<file path="config.mk">
export PLATFORM = sky130hd
export DESIGN_NAME = serial_sub_unit
export DESIGN_NICKNAME = d
export VERILOG_FILES = /design/src/rtl/serial_arith_pkg.sv /design/src/rtl/fa_cell.sv /design/src/rtl/serial_sub_unit.sv
export SDC_FILE = /design/constraint.sdc
export NUM_CORES = 1
export LEC_CHECK = 0
export CAP_MARGIN = 20
export CORE_AREA = 8 8 52 86
export DETAILED_ROUTE_END_ITERATION = 12
export DIE_AREA = 0 0 60 94
export MAX_ROUTING_LAYER = met4
export PLACE_DENSITY = 0.74
export RECOVER_POWER = 100
export SETUP_SLACK_MARGIN = 0.5
export SLEW_MARGIN = 40
export SYNTH_ARGS = -nofsm -noshare
export SYNTH_HDL_FRONTEND = slang
export SYNTH_SLANG_ARGS = --single-unit
</file>
<file path="constraint.sdc">
create_clock -name clk -period 1.3 [get_ports clk]
set_input_delay 0.195 -clock clk [delete_from_list [all_inputs] [get_ports clk]]
set_output_delay 0.195 -clock clk [all_outputs]
set_load 0.01 [all_outputs]
</file>
<file path="src/rtl/serial_arith_pkg.sv">
// Shared definitions for the bit-serial arithmetic units: state encoding,
// default operand width and bit-counter sizing.
package serial_arith_pkg;

    localparam logic [1:0] ST_IDLE  = 2'd0;
    localparam logic [1:0] ST_SHIFT = 2'd1;
    localparam logic [1:0] ST_DONE  = 2'd2;

    localparam int DEFAULT_WIDTH = 8;
    localparam int CNT_W         = $clog2(DEFAULT_WIDTH);

    typedef enum logic [1:0] {
        IDLE  = ST_IDLE,
        SHIFT = ST_SHIFT,
        DONE  = ST_DONE
    } state_e;

    // A counter of width 1 is still needed when WIDTH is 2.
    function automatic int cnt_width(input int w);
        return (w > 2) ? $clog2(w) : 1;
    endfunction

endpackage

</file>
<file path="src/rtl/fa_cell.sv">
// Gate-level full adder; the one arithmetic cell shared by the serial
// subtractor here and the planned serial adder.
module fa_cell (
    output logic sum,
    output logic cout,
    input  logic a,
    input  logic b,
    input  logic cin
);

    logic axb;
    logic gen;
    logic prop;

    xor u_x1 (axb, a, b);
    xor u_x2 (sum, axb, cin);
    and u_a1 (gen, a, b);
    and u_a2 (prop, axb, cin);
    or  u_o1 (cout, gen, prop);

endmodule

</file>
<file path="src/rtl/serial_sub_unit.sv">
// Bit-serial subtractor: diff_out = sum_in - addend_in computed LSB-first as
// sum_in + ~addend_in + 1 through a single full-adder cell over WIDTH cycles.
module serial_sub_unit
    import serial_arith_pkg::*;
#(
    parameter int WIDTH = DEFAULT_WIDTH
) (
    input  logic             clk,
    input  logic             rst,
    input  logic             start,
    input  logic [WIDTH-1:0] sum_in,
    input  logic [WIDTH-1:0] addend_in,
    output logic             busy,
    output logic             done,
    output logic [WIDTH-1:0] diff_out,
    output logic             borrow_out,
    output logic [1:0]       dbg_state
);

    localparam int             CW   = cnt_width(WIDTH);
    localparam logic [CW-1:0]  LAST = CW'(WIDTH - 1);

    state_e           state_q, state_d;
    logic [WIDTH-1:0] a_q, a_d;
    logic [WIDTH-1:0] b_q, b_d;
    logic [WIDTH-1:0] r_q, r_d;
    logic [WIDTH-1:0] diff_q, diff_d;
    logic             carry_q, carry_d;
    logic             borrow_q, borrow_d;
    logic [CW-1:0]    cnt_q, cnt_d;
    logic             fa_sum;
    logic             fa_cout;
    logic             accept;

    fa_cell u_fa (
        .sum  (fa_sum),
        .cout (fa_cout),
        .a    (a_q[0]),
        .b    (b_q[0]),
        .cin  (carry_q)
    );

    // Handshake: start is taken on any edge where busy is low (IDLE or the
    // DONE cycle); while busy is high start is ignored, nothing is queued.
    always_comb begin
        state_d  = state_q;
        a_d      = a_q;
        b_d      = b_q;
        r_d      = r_q;
        diff_d   = diff_q;
        carry_d  = carry_q;
        borrow_d = borrow_q;
        cnt_d    = cnt_q;
        accept   = 1'b0;

        case (state_q)
            IDLE: begin
                accept = start;
            end
            SHIFT: begin
                a_d     = a_q >> 1;
                b_d     = b_q >> 1;
                r_d     = {fa_sum, r_q[WIDTH-1:1]};
                carry_d = fa_cout;
                cnt_d   = cnt_q + 1'b1;
                if (cnt_q == LAST) begin
                    state_d  = DONE;
                    diff_d   = {fa_sum, r_q[WIDTH-1:1]};
                    borrow_d = ~fa_cout;
                end
            end
            DONE: begin
                state_d = IDLE;
                accept  = start;
            end
            default: begin
                state_d = IDLE;
            end
        endcase

        // Two's-complement subtraction: invert the subtrahend, carry-in of 1.
        if (accept) begin
            state_d = SHIFT;
            a_d     = sum_in;
            b_d     = ~addend_in;
            carry_d = 1'b1;
            cnt_d   = '0;
        end
    end

    always_ff @(posedge clk) begin
        if (rst) begin
            state_q  <= IDLE;
            a_q      <= '0;
            b_q      <= '0;
            r_q      <= '0;
            diff_q   <= '0;
            carry_q  <= 1'b0;
            borrow_q <= 1'b0;
            cnt_q    <= '0;
        end else begin
            state_q  <= state_d;
            a_q      <= a_d;
            b_q      <= b_d;
            r_q      <= r_d;
            diff_q   <= diff_d;
            carry_q  <= carry_d;
            borrow_q <= borrow_d;
            cnt_q    <= cnt_d;
        end
    end

    assign busy       = (state_q == SHIFT);
    assign done       = (state_q == DONE);
    assign diff_out   = diff_q;
    assign borrow_out = borrow_q;
    assign dbg_state  = state_q;

endmodule

</file>
[Word-level counts from Yosys, hierarchy flattened]
Cells that the tools add are included.
Cells by class
  equality and inequality tests: 6
  reductions and logical operators: 7
  add/sub/neg operators: 1
  muxes and demuxes: 10
  bitwise gates (word level): 8
Operators with widths (count)
  8-bit two-way mux: 4
  8-bit inverter: 1
  2-bit AND reduction: 3
  1-bit two-way mux: 4
  2-bit one-hot mux with 2 select lines: 1
  2-bit OR reduction: 2
  3-bit by 1-bit adder with 3-bit output, second input constant: 1
  3-bit == test, second input constant: 1
  3-bit by 1-bit inequality test with 1-bit output, second input constant: 1
  1-bit AND: 2
  2-bit by 1-bit == test with 1-bit output, second input constant: 1
  2-bit == test, second input constant: 1
  2-bit zero test: 1
  2-bit two-way mux: 1
  2-bit by 1-bit inequality test with 1-bit output, second input constant: 1
  2-bit inequality test, second input constant: 1
  1-bit inverter: 2
  2-bit nonzero test: 1
  1-bit XOR: 2
  1-bit OR: 1
Storage, ports and cells
  bits of input ports: 19
  output and inout bits: 13
  logic and storage cells: 41
  register bits: 39

[Depth between registers and ports, before layout]
  depth in word-level cells: 5
  gate-level depth with buffers: 7

[Modules after synthesis]
From an unflattened synthesis, not the netlist that was laid out.
Unflattened totals
  cell total of the unflattened synthesis: 175
  area total of the unflattened synthesis: 1546.5 um^2
By module, submodules not included
  serial_sub_unit: times used 1, cells an instance 174, area each 1526.5 um^2, seq. area each 760.7 um^2
  fa_cell: times used 1, cells an instance 1, area each 20.0 um^2, seq. area each 0.0 um^2

[Least setup slack after synthesis]
OpenSTA, ideal clock, no wires.
  kind: reg-to-reg
  from: register state_q[1], in the netlist dbg_state[1]
  to: register r_q[7]
  stages on the path, launching flop included: 7
  required time: 1.214 ns
  clock period less this slack: 1.197 ns
  arrival time: 1.112 ns
  library setup time: 0.086 ns
  slack: 0.103 ns
  cell sequence: dfxtp_1 nand2b_1 buf_2 inv_2 buf_6 buf_6 a211oi_1
On the way
  word-level cells in the longest chain between the ends: 1
Ends and longest elaborated chain
  from (decl): RTL line serial_sub_unit.sv:23  | state_e state_q, state_d;
  from (signal assigned): RTL line serial_sub_unit.sv:102  | state_q <= state_d;
  2-bit by 1-bit == test with 1-bit output
  via busy: RTL line serial_sub_unit.sv:13  | output logic busy,
  to (signal assigned): RTL line serial_sub_unit.sv:105  | r_q <= r_d;
  to (decl): RTL line serial_sub_unit.sv:26  | logic [WIDTH-1:0] r_q, r_d;
The timed path passes the listed nets, and every way through them passes these cells.
A chain may end at the register's enable or synchronous reset.

[Worst setup path in the final report]
  from: register state_q[1], in the netlist dbg_state[1]
  to: register b_q[1]
On the way
  word-level cells in the longest chain between the ends: 4
  elaborated cells on any way between the ends: 7
Ends and longest elaborated chain
  2-bit == test or 2-bit zero test (tied branches): RTL line serial_sub_unit.sv:56  | case (state_q)
  2-bit OR reduction (no line)
  1-bit two-way mux: RTL line serial_sub_unit.sv:56
  8-bit two-way mux or 2-bit nonzero test (tied branches)
  to (signal assigned): RTL line serial_sub_unit.sv:95  | b_q <= '0;
  to (signal assigned): RTL line serial_sub_unit.sv:104  | b_q <= b_d;
  to (decl): RTL line serial_sub_unit.sv:25  | logic [WIDTH-1:0] b_q, b_d;
Several ways; a longest one is shown, not always the timed one.

==> results by group <==
Die
  – IO Count: 32
  – Die height: 94 um
  – Core Area: 0.003328 mm^2
  – Std-Cell Rows: 28
  – Initial Util: 0.4609
  – Die Area: 0.005640 mm^2
  – Die X-Extent: 60 um

Critical path
  – Setup CP Type: flop to flop
  – CP max stage delay: 0.38 ns
  – Worst path cell trace: nand2b_4 > inv_6 > buf_8 > buf_16 > a2bb2oi_1 > a21oi_1
  – CP bufs+invs: 3
  – Delay-heaviest family, CP: flip-flops
  – Crit path required time: 1.48 ns
  – Crit end category: flop
  – CP max stage cell: dfxtp_1
  – Arr. time, crit path: 1.44 ns
  – Crit path from: dbg_state[1]$_SDFFE_PP0P_
  – Critical R2R Launch: dbg_state[1]$_SDFFE_PP0P_
  – Worst setup SP type: flop
  – CP max FO: 9

Placement
  – Dpl hpwl: between 2000 and 3000 um
  – Placed cell areas: 0.002023 mm^2
  – Port buffer count: 31
  – RD Place Congestion: around 0.72

Cells and area
  – Final Cell Area: 0.002507 mm^2
  – Layout cells sized above 1: 0.4025
  – Synth-to-Final Area Change: 63.46%
  – Antenna diodes: 0
  – Fill cell count: between 200 and 250
  – Final #Nets: 257

GRT
  – Vias in the first global route: around 1500
  – Grt total ovfl: 0
  – First-pass GRT wire length: 7044 um
  – Initial antenna violation count: 0
  – Largest net degree at the start of global routing: 39
  – GR Util All Layers: 0.1700

Clocking
  – Hold buffer count at CTS: 0
  – Inserted Clock Buffers: 5
  – CTS Root Cell: clkbuf_8
  – CTS tree: done
  – Worst skew pair latency: 0.29 ns
  – CTS H-Tree Depth: 2
  – CTS Sinks: 38
  – Longest Clk Path Bufs: 2
  – Clock Pin Slew Worst Setup and Hold Paths: 0.07 ns

Pwr
  – Sw frac: 0.2475
  – Net Switching: 683.2 uW
  – Pwr Density: 1101 mW/mm^2
  – Static Leak: 0.9789 nW
  – Pint: 2.077 mW
  – Clock share of power: 0.355
  – Part of the power in combinational logic: 0.184
  – VDD IR max: 0.001260 V
  – Sequential share of power: 0.460

Logic synthesis
  – Yosys top cell area share: 0.4959
  – Library cells used by synthesis: 27
  – Synth Register Bits: 38
  – Synth Cell Area: roughly 0.0015 mm^2
  – Syn nets: 200
  – Avg Cell Area, Syn: 8.618 um^2
  – Gate count of the mapped netlist: roughly 180
  – Post-synthesis sequential area ratio: 0.4959
  – Yosys Warn Count: 0
  – Cell taking the most area after synthesis: dfxtp_1
  – Top post-synthesis cells by area: dfxtp_1 50%, nand2_1 8.6%, a21oi_1 6.2%, nor3_1 4.2%, nand3_1 3.9%

Worst hold path
  – Min-delay worst type: flop to flop
  – Hold path start: diff_out[1]$_SDFFE_PP0P_

Routing
  – DRC: 0
  – WL/cell: 17.34 um
  – Detailed Routing Iterations Pass 1: 4
  – Routed WL: 4872 um
  – Iter 0 DRT Violations: 52
  – Antenna viol nets, final: 0
  – Total number of vias: 1525
  – Number of vias per cell: 5.427

STA
  – Tmin final: 1.268 ns
  – RSZ-0062 raised after global routing: yes
  – Worst Max-Slew Pin Slew: 0.1759 ns
  – Final setup vio count: 0
  – Fmax: 0.7884 GHz
  – Fin crit share: 0.9757
  – Skew final: roughly 0.0097 ns
  – Max transition margin: 0.8794
  – Count of pins over their slew limit: 0
  – Final Hold Vio Count: 0
  – TNS Setup: 0 ns

Run status
  – Status: complete, no violations

Run
  – MaxCap Viol Count: 0
[synthesized netlist by cell type, drive strengths merged]
master    n
a211oi    1
a21o      5
a21oi    19
a22oi     1
a2bb2oi   2
a311oi    3
a31oi     6
buf      12
clkbuf    4
dfxtp    38
fa        1
ha        2
inv       4
mux2i     3
nand2    35
nand2b    4
nand3    12
nand3b    1
nor2      4
nor2b     2
nor3     13
o21a      1
o22ai     4
xnor2     1
[layout by cell type, fill, tap and decap left out, drive strengths merged]
| cell type | instances |
|---|---|
| buf | 45 |
| dfxtp | 38 |
| nand2 | 35 |
| a21oi | 19 |
| clkdlybuf4s50 | 17 |
| nor3 | 13 |
| nand3 | 12 |
| clkbuf | 10 |
| a31oi | 6 |
| a21o | 5 |
| o22ai | 4 |
| nor2 | 4 |
| nand2b | 4 |
| inv | 4 |
| mux2i | 3 |
| a311oi | 3 |
| ha | 2 |
| nor2b | 2 |
| a2bb2oi | 2 |
| a22oi | 1 |
| a211oi | 1 |
| nand3b | 1 |
| o21a | 1 |
| xnor2 | 1 |
| fa | 1 |
| bufinv | 1 |
| dlygate4sd2 | 1 |
[worst paths after layout]
path | to | slack (ns) | cells after the start
max | b_q[1]$_SDFFE_PP0P_ | 0.03 | 6
min | diff_out[1]$_SDFFE_PP0P_ | 0.48 | 2
max reg2reg | b_q[1]$_SDFFE_PP0P_ | 0.03 | 6
min reg2reg | diff_out[1]$_SDFFE_PP0P_ | 0.48 | 2
[stage by stage]
stage	utilization	std cells	setup slack [ns]	hold slack, ns	total power, mW
after global placement	0.6079	251	-0.09234	0.4491	1.631
after floorplan	-	178	0.1701	0.3599	1.526
after global routing	0.7534	281	0.01709	0.5071	2.863
final	0.7534	281	0.03158	0.4769	2.760
after CTS	0.7038	270	0.1227	0.4667	2.699
after detailed placement	0.6079	251	-0.1631	0.4510	1.648
[sequential cells by signal (all words and copies together) (netlist names)]
register    flops
a_q             8
carry_q         1
dbg_state       2
b_q             8
cnt_q           3
diff_out        8
r_q             7
borrow_out      1
[routing by layer]
layer	GRT usage	vias up	wire, um
met5	-	-	0
met4	0.07615	0	109
met3	0.03841	8	154
met2	0.3095	46	2839
met1	0.1609	743	1769
li1	-	728	-
[kinds of logic (layout without fill, tap and decap cells)]
logic type	count (synthesis)	count (layout)	share of synthesized area
xor+xnor	1	1	0.005711
mux	3	3	0.01958
fa+ha+maj	3	3	0.02936
buf+inv	20	78	0.07259
simple gates	71	71	0.2064
compound gates	42	42	0.1705
flops	38	38	0.4959
[what timing repair did]
action / CTS / global route
endpoints found under the setup margin: 51 / 51
pin swaps: 9 / 10
gates cloned: 1 / 2
setup buffers: 10 / 9
gates resized for setup: 101 / 25
[power groups by stage]
stage,clock [mW],sequential (mW),combinational [mW]
detailed placement,0,1.29,0.360
CTS,0.999,1.26,0.436
global route,1.04,1.27,0.547
global placement,0,1.28,0.346
floorplan,0,1.28,0.246
finish,0.981,1.27,0.509
[tightest hold or removal path: stages, from the launching register on]
cell and delay, ns:
dfxtp_1 0.32, nand2_1 0.06, a21oi_1 0.05
[cell type report]
class                           count  area [um^2]  share of cell area
Multi-Input combinational cell    120        852.1              0.3398
Timing Repair Buffer               66        706.9              0.2819
Sequential cell                    38        765.7              0.3054
Tap cell                           45        56.30             0.02246
Inverter                            4        20.02            0.007984
Clock inverter                      1        30.03             0.01198
Clock buffer                        7        76.32             0.03044
Power figures use the tool's default switching activity.
